<file path="config.mk">
export PLATFORM = sky130hd
export DESIGN_NAME = adc_sample_scheduler_flat
export DESIGN_NICKNAME = d
export VERILOG_FILES = /design/src/rtl/adc_sample_scheduler_pkg.sv /design/src/rtl/adc_sample_scheduler_if.sv /design/src/rtl/adc_sample_scheduler_period_timer.sv /design/src/rtl/adc_sample_scheduler.sv /design/src/flat_wrapper.sv
export SDC_FILE = /design/constraint.sdc
export NUM_CORES = 1
export LEC_CHECK = 0
export ABC_AREA = 1
export BUFFER_PORTS_ARGS = -buffer_cell sky130_fd_sc_hd__buf_4
export CAP_MARGIN = 5
export CORE_MARGIN = 2
export CORE_UTILIZATION = 45
export DETAILED_ROUTE_END_ITERATION = 10
export PLACE_DENSITY = 0.64
export SYNTH_ARGS = -nofsm -noshare
export SYNTH_HDL_FRONTEND = slang
export SYNTH_SLANG_ARGS = --single-unit
export TNS_END_PERCENT = 1
</file>
<file path="constraint.sdc">
create_clock -name clk_in -period 2.1 [get_ports clk_in]
set_input_delay 0.525 -clock clk_in [delete_from_list [all_inputs] [get_ports clk_in]]
set_output_delay 0.525 -clock clk_in [all_outputs]
set_load 0.05 [all_outputs]
</file>
<file path="src/rtl/adc_sample_scheduler_pkg.sv">
// Shared types and MCP3008 command helpers for the ADC sample scheduler.
package adc_pkg;

    typedef enum logic [2:0] {
        ST_IDLE,
        ST_ISSUE,
        ST_WAIT,
        ST_STORE,
        ST_PUBLISH
    } state_t;

    localparam logic [1:0] START_SINGLE   = 2'b11;
    localparam int         DONT_CARE_BITS = 12;
    localparam int         CMD_WIDTH      = 2 + 3 + DONT_CARE_BITS;

    // Single-ended start + channel select, followed by the clock-out window for the result.
    function automatic logic [CMD_WIDTH-1:0] build_cmd(input logic [2:0] ch);
        return {START_SINGLE, ch, {DONT_CARE_BITS{1'b0}}};
    endfunction

endpackage

</file>
<file path="src/rtl/adc_sample_scheduler_if.sv">
// Handshake between the scheduler and the MCP3008 SPI controller.
interface adc_sample_scheduler_if #(
    parameter int ADC_DATA_WIDTH = 17
);
    logic                      spi_trigger_out;
    logic [ADC_DATA_WIDTH-1:0] spi_data_out;
    logic                      spi_data_valid_in;
    logic [ADC_DATA_WIDTH-1:0] spi_data_in;

    modport master (
        output spi_trigger_out,
        output spi_data_out,
        input  spi_data_valid_in,
        input  spi_data_in
    );

    modport slave (
        input  spi_trigger_out,
        input  spi_data_out,
        output spi_data_valid_in,
        output spi_data_in
    );
endinterface

</file>
<file path="src/rtl/adc_sample_scheduler_period_timer.sv">
// Free-running frame period counter; held at zero while disabled so the
// first enabled cycle always produces a tick.
module period_timer #(
    parameter int PERIOD = 100_000
) (
    input  logic clk_in,
    input  logic rst_in,
    input  logic enable_in,
    output logic tick_out
);
    localparam int CW = (PERIOD > 1) ? $clog2(PERIOD) : 1;

    logic [CW-1:0] r_count;

    always_ff @(posedge clk_in) begin
        if (rst_in || !enable_in)
            r_count <= '0;
        else if (r_count == CW'(PERIOD - 1))
            r_count <= '0;
        else
            r_count <= r_count + CW'(1);
    end

    assign tick_out = (r_count == '0) && enable_in;
endmodule

</file>
<file path="src/rtl/adc_sample_scheduler.sv">
// Walks the MCP3008 through one conversion per channel each sample period and
// publishes the whole set as a single coherent frame.
module adc_sample_scheduler
    import adc_pkg::*;
#(
    parameter int NUM_CHANNELS         = 2,
    parameter int CHANNEL_SELECT_WIDTH = 3,
    parameter int ADC_DATA_WIDTH       = 17,
    parameter int SAMPLE_WIDTH         = 10,
    parameter int DATA_START_INDEX     = 1,
    parameter int SAMPLE_PERIOD        = 100_000,
    parameter int SPI_TIMEOUT          = 4096
) (
    input  logic                                      clk_in,
    input  logic                                      rst_in,
    input  logic                                      enable_in,
    adc_sample_scheduler_if.master                    spi,
    output logic [NUM_CHANNELS-1:0][SAMPLE_WIDTH-1:0] frame_data_out,
    output logic                                      frame_valid_out,
    output logic                                      busy_out,
    output logic                                      overrun_out,
    output logic                                      timeout_out
);
    localparam int TW = (SPI_TIMEOUT > 1) ? $clog2(SPI_TIMEOUT) : 1;

    state_t                                    r_state;
    state_t                                    w_next_state;
    logic [CHANNEL_SELECT_WIDTH-1:0]           r_ch;
    logic [CHANNEL_SELECT_WIDTH-1:0]           w_ch_next;
    logic [TW-1:0]                             r_tcnt;
    logic [NUM_CHANNELS-1:0][SAMPLE_WIDTH-1:0] r_staging;
    logic [NUM_CHANNELS-1:0][SAMPLE_WIDTH-1:0] r_frame;
    logic [ADC_DATA_WIDTH-1:0]                 r_cmd;
    logic                                      r_trigger;
    logic                                      r_fvalid;
    logic                                      r_overrun;
    logic                                      r_timeout;
    logic                                      w_tick;
    logic                                      w_last;
    logic                                      w_to_hit;
    logic [SAMPLE_WIDTH-1:0]                   w_sample;
    logic                                      w_unused_bits;

    period_timer #(.PERIOD(SAMPLE_PERIOD)) u_timer (
        .clk_in   (clk_in),
        .rst_in   (rst_in),
        .enable_in(enable_in),
        .tick_out (w_tick)
    );

    assign w_last        = (r_ch == CHANNEL_SELECT_WIDTH'(NUM_CHANNELS - 1));
    assign w_sample      = spi.spi_data_in[DATA_START_INDEX +: SAMPLE_WIDTH];
    assign w_unused_bits = ^spi.spi_data_in;

    always_comb begin
        w_next_state = r_state;
        w_ch_next    = r_ch;
        w_to_hit     = 1'b0;
        case (r_state)
            ST_IDLE: begin
                if (w_tick) begin
                    w_next_state = ST_ISSUE;
                    w_ch_next    = '0;
                end
            end
            ST_ISSUE: w_next_state = ST_WAIT;
            ST_WAIT: begin
                if (spi.spi_data_valid_in) begin
                    w_next_state = ST_STORE;
                end else if (r_tcnt == TW'(SPI_TIMEOUT - 1)) begin
                    // Partial frame is abandoned; staging is simply never published.
                    w_next_state = ST_IDLE;
                    w_ch_next    = '0;
                    w_to_hit     = 1'b1;
                end
            end
            ST_STORE: begin
                if (w_last) begin
                    w_next_state = ST_PUBLISH;
                end else begin
                    w_next_state = ST_ISSUE;
                    w_ch_next    = r_ch + CHANNEL_SELECT_WIDTH'(1);
                end
            end
            ST_PUBLISH: begin
                w_next_state = ST_IDLE;
                w_ch_next    = '0;
            end
            default: begin
                w_next_state = ST_IDLE;
                w_ch_next    = '0;
            end
        endcase
    end

    always_ff @(posedge clk_in) begin
        if (rst_in) begin
            r_state   <= ST_IDLE;
            r_ch      <= '0;
            r_tcnt    <= '0;
            r_staging <= '0;
            r_frame   <= '0;
            r_cmd     <= '0;
            r_trigger <= 1'b0;
            r_fvalid  <= 1'b0;
            r_overrun <= 1'b0;
            r_timeout <= 1'b0;
        end else begin
            r_state   <= w_next_state;
            r_ch      <= w_ch_next;
            r_trigger <= (w_next_state == ST_ISSUE);
            r_overrun <= w_tick && (r_state != ST_IDLE);
            r_timeout <= w_to_hit;
            r_fvalid  <= (r_state == ST_PUBLISH);

            // Timeout count reads 0 during ISSUE, so it equals cycles since the trigger.
            if (w_next_state == ST_ISSUE) begin
                r_cmd  <= ADC_DATA_WIDTH'(build_cmd(3'(w_ch_next)));
                r_tcnt <= '0;
            end else if (r_state == ST_ISSUE || r_state == ST_WAIT) begin
                r_tcnt <= r_tcnt + TW'(1);
            end

            if (r_state == ST_WAIT && spi.spi_data_valid_in) begin
                for (int i = 0; i < NUM_CHANNELS; i++) begin
                    if (r_ch == CHANNEL_SELECT_WIDTH'(i))
                        r_staging[i] <= w_sample;
                end
            end

            if (r_state == ST_PUBLISH)
                r_frame <= r_staging;
        end
    end

    assign spi.spi_trigger_out = r_trigger;
    assign spi.spi_data_out    = r_cmd;
    assign frame_data_out      = r_frame;
    assign frame_valid_out     = r_fvalid;
    assign overrun_out         = r_overrun;
    assign timeout_out         = r_timeout;
    assign busy_out            = (r_state != ST_IDLE);
endmodule

</file>
<file path="src/flat_wrapper.sv">
// flat-port wrapper written by rule: the top's interface ports become plain ports
module adc_sample_scheduler_flat import adc_pkg::*;
#(
    parameter int NUM_CHANNELS         = 2,
    parameter int CHANNEL_SELECT_WIDTH = 3,
    parameter int ADC_DATA_WIDTH       = 17,
    parameter int SAMPLE_WIDTH         = 10,
    parameter int DATA_START_INDEX     = 1,
    parameter int SAMPLE_PERIOD        = 100_000,
    parameter int SPI_TIMEOUT          = 4096
)
  (clk_in, rst_in, enable_in, frame_data_out, frame_valid_out, busy_out, overrun_out, timeout_out, spi_spi_trigger_out, spi_spi_data_out, spi_spi_data_valid_in, spi_spi_data_in);
  adc_sample_scheduler_if #(.ADC_DATA_WIDTH(ADC_DATA_WIDTH)) spi_i ();
  input  logic clk_in;
  input  logic rst_in;
  input  logic enable_in;
  output logic [NUM_CHANNELS-1:0][SAMPLE_WIDTH-1:0] frame_data_out;
  output logic frame_valid_out;
  output logic busy_out;
  output logic overrun_out;
  output logic timeout_out;
  output wire logic [$bits(spi_i.spi_trigger_out)-1:0] spi_spi_trigger_out;
  output wire logic [$bits(spi_i.spi_data_out)-1:0] spi_spi_data_out;
  input wire logic [$bits(spi_i.spi_data_valid_in)-1:0] spi_spi_data_valid_in;
  input wire logic [$bits(spi_i.spi_data_in)-1:0] spi_spi_data_in;
  assign spi_spi_trigger_out = spi_i.spi_trigger_out;
  assign spi_spi_data_out = spi_i.spi_data_out;
  assign spi_i.spi_data_valid_in = spi_spi_data_valid_in;
  assign spi_i.spi_data_in = spi_spi_data_in;
  adc_sample_scheduler #(.NUM_CHANNELS(NUM_CHANNELS), .CHANNEL_SELECT_WIDTH(CHANNEL_SELECT_WIDTH), .ADC_DATA_WIDTH(ADC_DATA_WIDTH), .SAMPLE_WIDTH(SAMPLE_WIDTH), .DATA_START_INDEX(DATA_START_INDEX), .SAMPLE_PERIOD(SAMPLE_PERIOD), .SPI_TIMEOUT(SPI_TIMEOUT)) u_core (.clk_in(clk_in), .rst_in(rst_in), .enable_in(enable_in), .spi(spi_i), .frame_data_out(frame_data_out), .frame_valid_out(frame_valid_out), .busy_out(busy_out), .overrun_out(overrun_out), .timeout_out(timeout_out));
endmodule
</file>
==> reports/metrics.yaml, run 1 <==
status: "finished, final reports clean"
dieArea_sq_mm: 0.009132
pre_cts_ws_ps: 389.4
r2r_end: "u_core.r_tcnt[1]$_SDFFE_PP0P_"
syn_inst: 513
vias: 3293
syn_to_final_growth_pct: 15.82
yosysMostFrequentCell: "nor2_1"
die_width_um: 95.56
syn_area_sq_mm: 0.003772
ys_types: 38
endpoint_kind: "output pin"
port_buffers: 43
cp_max_fo: 5
worstHoldEndpoint: "u_core.r_staging[14]$_SDFFE_PP0P_"
finalNonFillerCells: 667
synthFlopType: "dfxtp_1"
synth_edf_count: 0
clkTransAtPathRegs_ps: 80
cts_buffers: 9
clock_latency_ps: 350
r2r_cells: 10
cts.sinks: 83
switching_power_mw: 0.8639
vias_per_cell: 4.937
setup-tns-final_ps: 0
whs_ps: 414.7
async_reset_ff_frac: 0
power.leakage_nw: 1.929
hold_depth: 3
hold_viol: 0
drc: 0
hold_buffers: 0
syn_avg_cell_area_sq_um: 7.354
ys_ff_latch: 83
gp_congestion: 0.8688
drtAntennaViolNets: 0
cts-root-buf: "clkbuf_8"
track_usage: 0.1852
first_global_vias: 3068
hold_path.class: "input port to flip-flop"
fp-row-count: 33
required_ps: 1570
worst_pin_slew_ps: 644.9
die_h_um: 95.56
synth_top_area_cell: "dfxtp_1"
cp.arrival_ps: 1320
setup_slack_ps: 252.6
drive_above_1_share: 0.1779
antenna_found_initial: 0
grt_pass1_wl_um: 13470
avgRoutedWirePerCell_um: 12.01
slew_headroom: 0.5696
timing.fmax_ghz: 0.5413
cts_max_level: 3
startpoint_type: "flip-flop"
grt_max_degree: 43
r2r_setup_slack_ps: 360
cts_tree: "yes"
seq_power_share: 0.520
netlist_top_cells_area: "dfxtp_1, nor2_1, o21ai_0"
rsz0062_at_grt: "no"
ir_worst_vdd_mv: 0.4038
cap_violations: 0
first_pass_iters: 4
period_share: 0.8797
drt_wl_total_um: 8011
p_sw_frac: 0.2768
synth.top_cell.area_share: 0.4405
maxSlewViolCount: 0
postCtsSetupBuffers: 0
comb_power_share: 0.108
final-setup-viol-count: 0
yosysWarnings: 0
fin_nets: 584
clock-skew-final_ps: 11.23
power_density_mw_per_mm2: 714.3
post_cts_resized: 0
io_pins: 63
min_period_ps: 1847
seq_area_frac_synth: 0.4405
crit_type: "flip-flop to output pin"
min_from: "spi_spi_data_in[5]"
grt_overflow_total: 0
dp_cells: 651
yosys-top-cells-count: "nor2_1, dfxtp_1, nand2_1, o21ai_0, inv_1"
cts.path.max_buffers: 2
drt_iter0_markers: 133
clkPwrFrac: 0.371
start_util: 0.4614
coreArea_sq_mm: 0.008175
n_antenna_cell: 0
dpl.hpwl_um: 5765
internal_power_mw: 2.257
r2r_start: "u_core.r_ch[1]$_SDFF_PP0_"
-- flip-flops by register name, summed over array words and instances, names as in the netlist --
signal,flops
u_core.frame_data_out,20
u_core.r_state,3
u_core.r_tcnt,12
u_core.overrun_out,1
u_core.r_ch,3
u_core.u_timer.r_count,17
u_core.spi.spi_trigger_out,1
u_core.r_staging,20
u_core.timeout_out,1
u_core.spi.spi_data_out,4
u_core.frame_valid_out,1
-- power by group through the flow --
stage | Sequential (mW) | Clock, mW | Combinational [mW]
final | 1.62 | 1.16 | 0.338
after global placement | 1.66 | 0 | 0.335
after global routing | 1.63 | 1.25 | 0.370
after detailed placement | 1.66 | 0 | 0.339
after floorplan | 1.68 | 0 | 0.253
after CTS | 1.62 | 1.20 | 0.340
-- per-stage QoR --
stage | total power [mW] | utilization | area [sq um]
final | 3.121 | 0.5344 | 4369
after global routing | 3.253 | 0.5344 | 4369
after CTS | 3.162 | 0.5344 | 4369
after detailed placement | 2.000 | 0.5101 | 4170
after global placement | 1.995 | 0.5101 | 4170
after floorplan | 1.932 | - | 3814
-- cells in the final DEF, fill, tap and decap left out, types with 12 or more instances in the layout --
cell type | netlist | final
dfxtp_1 | 83 | 83
buf_4 | 13 | 48
nand3_1 | 27 | 27
inv_1 | 38 | 38
nand2_1 | 57 | 57
o21ai_0 | 46 | 46
nor2_1 | 135 | 135
a21oi_1 | 13 | 13
nor3_1 | 13 | 12
conb_1 | 1 | 12
-- logic make-up (layout without fill, tap and decap cells) --
group | after synthesis | after routing | share of synthesized area
simple gates | 271 | 271 | 0.3247
compound gates | 68 | 68 | 0.09818
buf+inv | 72 | 110 | 0.08789
fa+ha+maj | 6 | 6 | 0.01990
xor+xnor | 12 | 12 | 0.02786
other cells | 1 | 12 | 0.0009941
flops | 83 | 83 | 0.4405
-- worst max path at each step --
stage                            startpoint                             end  slack [ps]  depth (start not counted)
6_report       u_core.r_state[1]$_SDFF_PP0_                        busy_out         250                          3
4_1_cts        u_core.r_state[1]$_SDFF_PP0_                        busy_out         230                          3
3_5_place_dp      u_core.r_ch[1]$_SDFF_PP0_   u_core.r_tcnt[1]$_SDFFE_PP0P_         390                         10
5_1_grt        u_core.r_state[1]$_SDFF_PP0_                        busy_out         170                          3
3_3_place_gp      u_core.r_ch[1]$_SDFF_PP0_   u_core.r_tcnt[1]$_SDFFE_PP0P_         430                         10
2_1_floorplan     u_core.r_ch[1]$_SDFF_PP0_  u_core.r_tcnt[10]$_SDFFE_PP0P_         580                         11
-- layer usage --
| metal | wire length [um] | global-route usage | vias to the layer above |
|---|---|---|---|
| met5 | 0 | 0 | - |
| met4 | 155 | 0.07857 | 0 |
| met3 | 329 | 0.03715 | 13 |
| met2 | 3729 | 0.3089 | 66 |
| met1 | 3797 | 0.2321 | 1517 |
| li1 | - | - | 1697 |
-- area by class of cell --
class	instances	area, sq um
clock inverters	6	71.32
clock buffers	10	127.6
well taps	105	131.4
repair buffers	49	380.4
flip-flops and latches	83	1662
fillers	811	3806
inverters	45	171.4
multi-input cells	369	1826
-- worst max-delay path, stage by stage (launching register included) --
cell	delay, ps
dfxtp_1	390
nor3_2	330
inv_1	70
buf_4	190
No activity file was read; power rests on OpenSTA's default activity.
==> inputs of run 2 (changes only) <==
- ABC_CLOCK_PERIOD_IN_PS: unset -> 2100
- CORE_UTILIZATION: 45 -> 50
- PLACE_DENSITY: 0.64 -> 0.7
==> reports/metrics.yaml, run 2 (synthesis gave the netlist of run 1 again) <==
fin_area_sq_mm: 0.004330  # was 0.004369 sq mm
worst_pin_slew_ps: 670.8  # was 644.9 ps
cts-root-buf: "clkbuf_8"  # unchanged
cts_buffers: 9  # unchanged
period_share: 0.8722  # was 0.8797
clkTransAtPathRegs_ps: 90  # was 80 ps
required_ps: 1570  # about the same
total_power_mw: 3.008  # was 3.121 mW
setup-tns-final_ps: 0  # unchanged
layout_common_cells: "nor2_1, dfxtp_1, nand2_1"  # unchanged
hold_buffers: 0  # unchanged
dp_cells: 645  # was 651
track_usage: 0.2052  # was 0.1852
vias_per_cell: 4.906  # was 4.937
hold_path.class: "input port to flip-flop"  # unchanged
cts_max_level: 3  # unchanged
grt_max_degree: 43  # unchanged
port_buffers: 43  # unchanged
drt_wl_total_um: 7804  # was 8011 um
antenna_found_initial: 0  # unchanged
ir_worst_vdd_mv: 0.4852  # was 0.4038 mV
grt_pass1_wl_um: 13860  # was 13,470 um
slew_headroom: 0.5523  # was 0.5696
dpl.hpwl_um: 5708  # was 5765 um
drt_iter0_markers: 135  # was 133
die_width_um: 90.86  # was 95.56 um
coreArea_sq_mm: 0.007292  # was 0.008175 sq mm
cap_violations: 0  # unchanged
post_cts_resized: 0  # unchanged
io_pins: 63  # unchanged
vias: 3243  # was 3,293
timing.fmax_ghz: 0.5460  # was 0.5413 GHz
power_density_mw_per_mm2: 694.6  # was 714.3 mW/mm^2
drc: 0  # unchanged
start_util: 0.5173  # was 0.4614
fin_nets: 584  # unchanged
crit_type: "flip-flop to output pin"  # unchanged
power.leakage_nw: 1.920  # was 1.929 nW
finalNonFillerCells: 661  # was 667
drtAntennaViolNets: 0  # unchanged
final_common_cell: "nor2_1"  # unchanged
cp.arrival_ps: 1310  # was 1320 ps
clock-skew-final_ps: 11.35  # was 11.23 ps
endpoint_kind: "output pin"  # unchanged
num-fill-cells: 729  # was 811
startpoint_type: "flip-flop"  # unchanged
hold_viol: 0  # unchanged
postCtsSetupBuffers: 0  # unchanged
placed_area_sq_mm: 0.004150  # was 0.004170 sq mm
n_antenna_cell: 0  # unchanged
gp_congestion: 0.8941  # was 0.8688
avgRoutedWirePerCell_um: 11.81  # was 12.01 um
drive_above_1_share: 0.1779  # unchanged
min_period_ps: 1832  # was 1847 ps
cp_max_fo: 5  # unchanged
die_h_um: 90.86  # was 95.56 um
first_global_vias: 3195  # was 3,068
syn_to_final_growth_pct: 14.79  # was 15.82%
cts.path.max_buffers: 2  # unchanged
maxSlewViolCount: 0  # unchanged
clock_latency_ps: 360  # was 350 ps
status: "finished, final reports clean"  # unchanged
whs_ps: 402.7  # was 414.7 ps
rsz0062_at_grt: "no"  # unchanged
cts.sinks: 83  # unchanged
first_pass_iters: 4  # unchanged
dieArea_sq_mm: 0.008256  # was 0.009132 sq mm
fp-row-count: 31  # was 33
cts_tree: "yes"  # unchanged
grt_overflow_total: 0  # unchanged
final-setup-viol-count: 0  # unchanged
[run 2: changes by cell type in the layout (fill, tap and decap cells not counted), sizes merged]
cell,change
clkinvlp,-1
bufinv,-1
clkinv,+3
clkbuf,+1
inv,-2
[run 2: report_power, final]
| group | switching, mW | internal, mW | total [mW] |
|---|---|---|---|
| registers | 0.0230 | 1.60 | 1.62 |
| clock network | 0.584 | 0.466 | 1.05 |
| logic | 0.242 | 0.0924 | 0.334 |
| total | 0.848 | 2.16 | 3.01 |
[run 2: worst max-delay path, stage by stage (launching register included)]
cell and delay (ps):
dfxtp_1 380, nor3_2 310, inv_1 70, buf_4 190
[run 2: per-stage QoR]
step                worst slack (ps)  utilization
global route                   176.8       0.5939
finish                         268.4       0.5939
detailed placement             368.8       0.5691
global placement               443.7       0.5691
floorplan                      581.6            -
CTS                            234.2       0.5939
[run 2: path summary, 6_finish.rpt]
path	start	endpoint	slack (ps)	depth (start not counted)
hold / removal	spi_spi_data_in[2]	u_core.r_staging[11]$_SDFFE_PP0P_	400	3
setup reg to reg	u_core.r_ch[1]$_SDFF_PP0_	u_core.r_tcnt[1]$_SDFFE_PP0P_	350	10
hold reg to reg	u_core.u_timer.r_count[0]$_SDFF_PP0_	u_core.u_timer.r_count[0]$_SDFF_PP0_	460	1
setup / recovery	u_core.r_state[1]$_SDFF_PP0_	busy_out	270	3
[run 2: cell type report]
| cell class | instances | area (sq um) | share of cell area |
|---|---|---|---|
| clock buffer | 11 | 141.4 | 0.03265 |
| multi-input combinational | 369 | 1826 | 0.4216 |
| inverter | 45 | 171.4 | 0.03958 |
| tap | 99 | 123.9 | 0.02860 |
| timing repair buffer | 49 | 367.9 | 0.08495 |
| sequential | 83 | 1662 | 0.3837 |
| clock inverter | 5 | 38.79 | 0.008957 |
[run 2: per-layer routing]
layer,vias to the layer above,GRT usage,part of all wire
li1,1696,-,-
met2,75,0.3520,0.48
met4,0,0.06818,0.015
met1,1459,0.2462,0.45
met5,-,0,0
met3,13,0.06010,0.057
